**config.mk**
```make
export PLATFORM = sky130hd
export DESIGN_NAME = cpu_control_sequencer_flat
export DESIGN_NICKNAME = d
export VERILOG_FILES = /design/src/rtl/cpu_control_sequencer_if.sv /design/src/rtl/cpu_control_sequencer.sv /design/src/flat_wrapper.sv
export SDC_FILE = /design/constraint.sdc
export NUM_CORES = 1
export LEC_CHECK = 0
export ABC_AREA = 1
export BUFFER_PORTS_ARGS = -buffer_cell sky130_fd_sc_hd__buf_2
export CAP_MARGIN = 20
export CORE_ASPECT_RATIO = 1.2
export CORE_MARGIN = 3
export CORE_UTILIZATION = 35
export CTS_BUF_LIST = sky130_fd_sc_hd__clkbuf_2 sky130_fd_sc_hd__clkbuf_4 sky130_fd_sc_hd__clkbuf_8
export DETAILED_ROUTE_END_ITERATION = 8
export GPL_ROUTABILITY_DRIVEN = 0
export HOLD_SLACK_MARGIN = 0.1
export PLACE_DENSITY = 0.74
export SLEW_MARGIN = 0
export SYNTH_ARGS = -nofsm -noshare
export SYNTH_HDL_FRONTEND = slang
export SYNTH_SLANG_ARGS = --single-unit
```
**constraint.sdc**
```tcl
create_clock -name clk -period 1.48 [get_ports clk]
set_clock_uncertainty 0.1 [all_clocks]
set_input_delay 0.148 -clock clk [delete_from_list [all_inputs] [get_ports clk]]
set_output_delay 0.148 -clock clk [all_outputs]
set_load 0.02 [all_outputs]
```
**src/rtl/cpu_control_sequencer_if.sv**
```systemverilog
// Memory and ALU bus of the accumulator machine sequencer.
// master = sequencer side, slave = memory/ALU side.
interface cpu_control_sequencer_if;
  logic [15:0] mem_addr;
  logic [15:0] mem_wdata;
  logic        mem_we;
  logic [15:0] mem_rdata;
  logic [3:0]  alu_opcode;
  logic [15:0] alu_op1;
  logic [15:0] alu_op2;
  logic [15:0] alu_result;

  modport master (
    output mem_addr, mem_wdata, mem_we,
    output alu_opcode, alu_op1, alu_op2,
    input  mem_rdata, alu_result
  );

  modport slave (
    input  mem_addr, mem_wdata, mem_we,
    input  alu_opcode, alu_op1, alu_op2,
    output mem_rdata, alu_result
  );
endinterface

```
**src/rtl/cpu_control_sequencer.sv**
```systemverilog
// Fetch/decode/execute controller for the 16-bit accumulator machine.
// Owns pc, ir and acc; one memory transaction per state.
module cpu_control_sequencer #(
  parameter logic [15:0] RESET_PC = 16'h0000
) (
  input  logic        clk,
  input  logic        reset,
  cpu_control_sequencer_if.master bus,
  output logic [15:0] pc,
  output logic [15:0] ir,
  output logic [15:0] acc,
  output logic        halted,
  output logic        illegal,
  output logic        retire
);

  typedef enum logic [2:0] {
    FETCH, LATCH, DECODE, EXEC, HALT
  } state_t;

  state_t      state, state_nx;
  logic [15:0] pc_nx, ir_nx, acc_nx;
  logic        halted_nx, illegal_nx;
  logic [3:0]  opc;
  logic [15:0] ea;
  logic [3:0]  alu_code;

  assign opc           = ir[15:12];
  assign ea            = {4'h0, ir[11:0]};
  assign bus.mem_wdata = acc;
  assign bus.alu_op1   = acc;
  assign bus.alu_op2   = bus.mem_rdata;

  always_comb begin
    alu_code = 4'b0000;
    unique case (opc)
      4'h4:    alu_code = 4'b0001;
      4'h5:    alu_code = 4'b1000;
      4'h6:    alu_code = 4'b1001;
      4'h7:    alu_code = 4'b1010;
      4'h8:    alu_code = 4'b0100;
      4'h9:    alu_code = 4'b0101;
      default: alu_code = 4'b0000;
    endcase
  end

  always_ff @(posedge clk) begin
    if (reset) begin
      state   <= FETCH;
      pc      <= RESET_PC;
      ir      <= 16'h0000;
      acc     <= 16'h0000;
      halted  <= 1'b0;
      illegal <= 1'b0;
    end else begin
      state   <= state_nx;
      pc      <= pc_nx;
      ir      <= ir_nx;
      acc     <= acc_nx;
      halted  <= halted_nx;
      illegal <= illegal_nx;
    end
  end

  always_comb begin
    state_nx       = state;
    pc_nx          = pc;
    ir_nx          = ir;
    acc_nx         = acc;
    halted_nx      = halted;
    illegal_nx     = illegal;
    bus.mem_addr   = pc;
    bus.mem_we     = 1'b0;
    bus.alu_opcode = 4'b0000;
    retire         = 1'b0;
    unique case (state)
      FETCH: state_nx = LATCH;
      LATCH: begin
        ir_nx    = bus.mem_rdata;
        pc_nx    = pc + 16'h0001;
        state_nx = DECODE;
      end
      DECODE: begin
        bus.alu_opcode = alu_code;
        state_nx       = FETCH;
        unique case (opc)
          4'h0: begin
            halted_nx = 1'b1;
            retire    = 1'b1;
            state_nx  = HALT;
          end
          4'h1, 4'h3, 4'h4, 4'h5, 4'h6, 4'h7: begin
            bus.mem_addr = ea;
            state_nx     = EXEC;
          end
          4'h2: begin
            bus.mem_addr = ea;
            bus.mem_we   = 1'b1;
            retire       = 1'b1;
          end
          4'h8, 4'h9: begin
            acc_nx = bus.alu_result;
            retire = 1'b1;
          end
          4'hA: begin
            pc_nx  = ea;
            retire = 1'b1;
          end
          4'hB: begin
            if (acc == 16'h0000) pc_nx = ea;
            retire = 1'b1;
          end
          4'hC: begin
            acc_nx = ea;
            retire = 1'b1;
          end
          default: begin
            halted_nx  = 1'b1;
            illegal_nx = 1'b1;
            state_nx   = HALT;
          end
        endcase
      end
      EXEC: begin
        bus.alu_opcode = alu_code;
        acc_nx   = (opc == 4'h1) ? bus.mem_rdata : bus.alu_result;
        retire   = 1'b1;
        state_nx = FETCH;
      end
      HALT: state_nx = HALT;
      default: state_nx = FETCH;
    endcase
    // reset must block a write already decoded this cycle
    if (reset) begin
      bus.mem_we = 1'b0;
      retire     = 1'b0;
    end
  end

endmodule

```
**src/flat_wrapper.sv**
```systemverilog
// flat-port wrapper written by rule: the top's interface ports become plain ports
module cpu_control_sequencer_flat 
#(
  parameter logic [15:0] RESET_PC = 16'h0000
)
  (clk, reset, pc, ir, acc, halted, illegal, retire, bus_mem_addr, bus_mem_wdata, bus_mem_we, bus_alu_opcode, bus_alu_op1, bus_alu_op2, bus_mem_rdata, bus_alu_result);
  cpu_control_sequencer_if bus_i ();
  input  logic clk;
  input  logic reset;
  output logic [15:0] pc;
  output logic [15:0] ir;
  output logic [15:0] acc;
  output logic halted;
  output logic illegal;
  output logic retire;
  output wire logic [$bits(bus_i.mem_addr)-1:0] bus_mem_addr;
  output wire logic [$bits(bus_i.mem_wdata)-1:0] bus_mem_wdata;
  output wire logic [$bits(bus_i.mem_we)-1:0] bus_mem_we;
  output wire logic [$bits(bus_i.alu_opcode)-1:0] bus_alu_opcode;
  output wire logic [$bits(bus_i.alu_op1)-1:0] bus_alu_op1;
  output wire logic [$bits(bus_i.alu_op2)-1:0] bus_alu_op2;
  input wire logic [$bits(bus_i.mem_rdata)-1:0] bus_mem_rdata;
  input wire logic [$bits(bus_i.alu_result)-1:0] bus_alu_result;
  assign bus_mem_addr = bus_i.mem_addr;
  assign bus_mem_wdata = bus_i.mem_wdata;
  assign bus_mem_we = bus_i.mem_we;
  assign bus_alu_opcode = bus_i.alu_opcode;
  assign bus_alu_op1 = bus_i.alu_op1;
  assign bus_alu_op2 = bus_i.alu_op2;
  assign bus_i.mem_rdata = bus_mem_rdata;
  assign bus_i.alu_result = bus_alu_result;
  cpu_control_sequencer #(.RESET_PC(RESET_PC)) u_core (.clk(clk), .reset(reset), .bus(bus_i), .pc(pc), .ir(ir), .acc(acc), .halted(halted), .illegal(illegal), .retire(retire));
endmodule
```
==> summary.md <==
| Metric | Value |
|---|---|
| Outcome | `finished, violations left` |
| Failing checks | `setup timing` |
| Worst setup SP type | `flip-flop` |
| Power per cell area | `1100 nW/µm²` |
| Post-synth ARST share | `0%` |
| CTS Root Buffer Type | `clkbuf_8` |
| Die H | `118 µm` |
| Critical Path RT | `1230 ps` |
| Rows | `40` |
| Vias in the first global route | `3996` |
| Top_reg_cell synth | `dfxtp_1` |
| Most frequent cells in the layout | `131 x buf_2, 95 x nand2_1, 70 x o21ai_0, 69 x nor2_1, 63 x buf_4` |
| HP Class | `primary input to flip-flop` |
| Post-DP HPWL | `8920 µm` |
| Clock Path Buffers | `2` |
| Hold Fails Final Rpt | `0` |
| NumNets Final | `803` |
| Maxcap violations | `0` |
| Final Cycle Share | `132%` |
| Clock latency on the worst-skew pair | `310 ps` |
| Unrepaired setup endpoints after global routing | `true` |
| Global-route wire length before repair | `19600 µm` |
| WL final | `12900 µm` |
| Post-synth EDFFs | `0` |
| DRT Pass-1 Iters | `5` |
| # IOs | `154` |
| Final Critical Period | `1950 ps` |
| Worst Tran Pin Value | `389 ps` |
| H-Tree Depth | `2` |
| Design area | `5670 µm²` |
| DRC viols | `0` |
| Area after DPL | `4760 µm²` |
| Yosys warns | `0` |
| Synth cell types | `35` |
| PnR worst setup slack | `-467 ps` |
| Endpoints failing setup | `54` |
| Sink Count | `53` |
| Via count | `4360` |
| Total grt overflow | `0` |
| Cells after synthesis | `582` |
| I/O Buffers | `153` |
| Most common cell after layout, fill and taps aside | `buf_2` |
| Slew headroom | `73.8%` |
| Avg WL per Cell | `14.4 µm` |
| Initial Util | `36.1%` |
| Crit path DAT | `1700 ps` |
| Num CTS Buffers | `5` |
| Die ar. | `11600 µm²` |
| Min Hold Slack | `119 ps` |
| Layout cell share with drive strength beyond 1 | `42.3%` |
| Antenna Cells | `0` |
| Max Clk Rate | `514 MHz` |
| Register area share after synthesis | `29.2%` |
| Largest net degree at the start of global routing | `30` |
| Power, Total | `0.00621 W` |
| Setup crit end kind | `output pin` |
| Lkg Pwr | `2.78 nW` |
| Post-Route Setup TNS | `-17480 ps` |
| # fillers | `960` |
| Seq cells post-synth | `53` |
| Area growth syn-to-layout | `55.9%` |
| Fin. max-slew vios | `0` |
| Vias per cell | `4.87` |
| Core area | `10100 µm²` |
| Placed insts | `854` |
| Mapped Nets | `617` |
| Die W | `99.0 µm` |
| Routed Antenna Nets | `0` |
| 1st-iter DRT viols | `188` |
| Cell Area, Synth | `3630 µm²` |
| CTS tree | `built` |
| Worst-path clk slew | `100 ps` |
| Syn Area/Cell | `6.24 µm²` |
| Crit path max fanout | `10` |
| GRT Total Usage | `20.2%` |
| Initial antenna violation count | `0` |
| Setup CP Type | `flip-flop to output pin` |
| Final non-filler cell total | `895` |
| VDD IR-drop max | `457 µV` |
## area by class of cell
| class | count | area, µm² | share of cell area, % |
|---|---|---|---|
| sequential | 53 | 1080 | 19.1 |
| inverter | 65 | 267 | 4.70 |
| timing repair buffer | 251 | 1860 | 32.8 |
| multi-input combinational | 392 | 2170 | 38.3 |
| clock inverter | 3 | 65.1 | 1.15 |
| tap | 126 | 158 | 2.78 |
| clock buffer | 5 | 68.8 | 1.21 |
## cells in the mapped netlist (6+ instances only)
master    count  area [µm²]
clkbuf_1     11        41.3
a21oi_1      55         275
o21ai_1       6        30.0
inv_1        57         214
dfxtp_1      53        1060
nand4_1       8        50.1
nand3_1      28         140
inv_2         6        22.5
o21ai_0      88         440
nand2_1     102         383
nor2_1       79         297
buf_2         8        40.0
buf_4        50         375
## cell families (layout without fill, tap and decap cells)
logic type / after synthesis / in the layout / share of synthesized area (%)
compound gates: 154 / 154 / 21.6
fa+ha+maj: 1 / 1 / 0.344
buf+inv: 138 / 324 / 20.3
flops: 53 / 53 / 29.2
simple gates: 236 / 237 / 28.6
## sequential cells by signal (all words and copies together) (netlist names)
register	cells
u_core.acc	16
u_core.halted	1
u_core.illegal	1
u_core.ir	16
u_core.pc	16
u_core.state	3
## power breakdown
group          internal [W]  total [W]  switching (W)
logic               0.00129    0.00323        0.00194
registers           0.00163    0.00180       0.000167
clock network      0.000672    0.00118       0.000507
total               0.00360    0.00621        0.00261
## layer usage
metal | global-route usage (%) | vias to the layer above | wire length (µm)
li1 | - | 2222 | -
met1 | 24.7 | 1945 | 5160
met2 | 35.3 | 172 | 6590
met3 | 3.38 | 21 | 886
met4 | 7.26 | 0 | 263
met5 | 0 | - | 0
## per-stage QoR
stage	worst slack [ps]	utilization [%]
detailed placement	-99.1	47.3
finish	-467	56.3
global placement	-69.4	47.3
global route	-555	56.3
floorplan	-110	-
CTS	-408	53.7
## path summary, 6_finish.rpt
path,start,to,slack (ps),cells after the start
max,u_core.ir[15],bus_mem_addr[9],-470,7
min,bus_alu_result[12],u_core.acc[12],120,5
min reg2reg,u_core.halted,u_core.halted,360,2
max reg2reg,u_core.ir[15],u_core.acc[7],-450,11
## critical path, stage by stage, from the launching register on
cell       delay, ps
dfxtp_4          380
nor2_4           150
inv_2             60
nor3_4           170
o21ai_4          140
clkbuf_16        210
o21ai_2          130
buf_6            140
## what timing repair did
action | 4_1_cts | 5_1_grt
pin swaps | 20 | 16
cloned | 1 | 4
setup endpoints to repair | 54 | 58
hold buffers | 18 | 0
endpoints found under the hold margin | 19 | 0
gates resized for setup | 77 | 47
setup buffers | 9 | 4
Note: power is estimated with default switching activity, not from simulation.
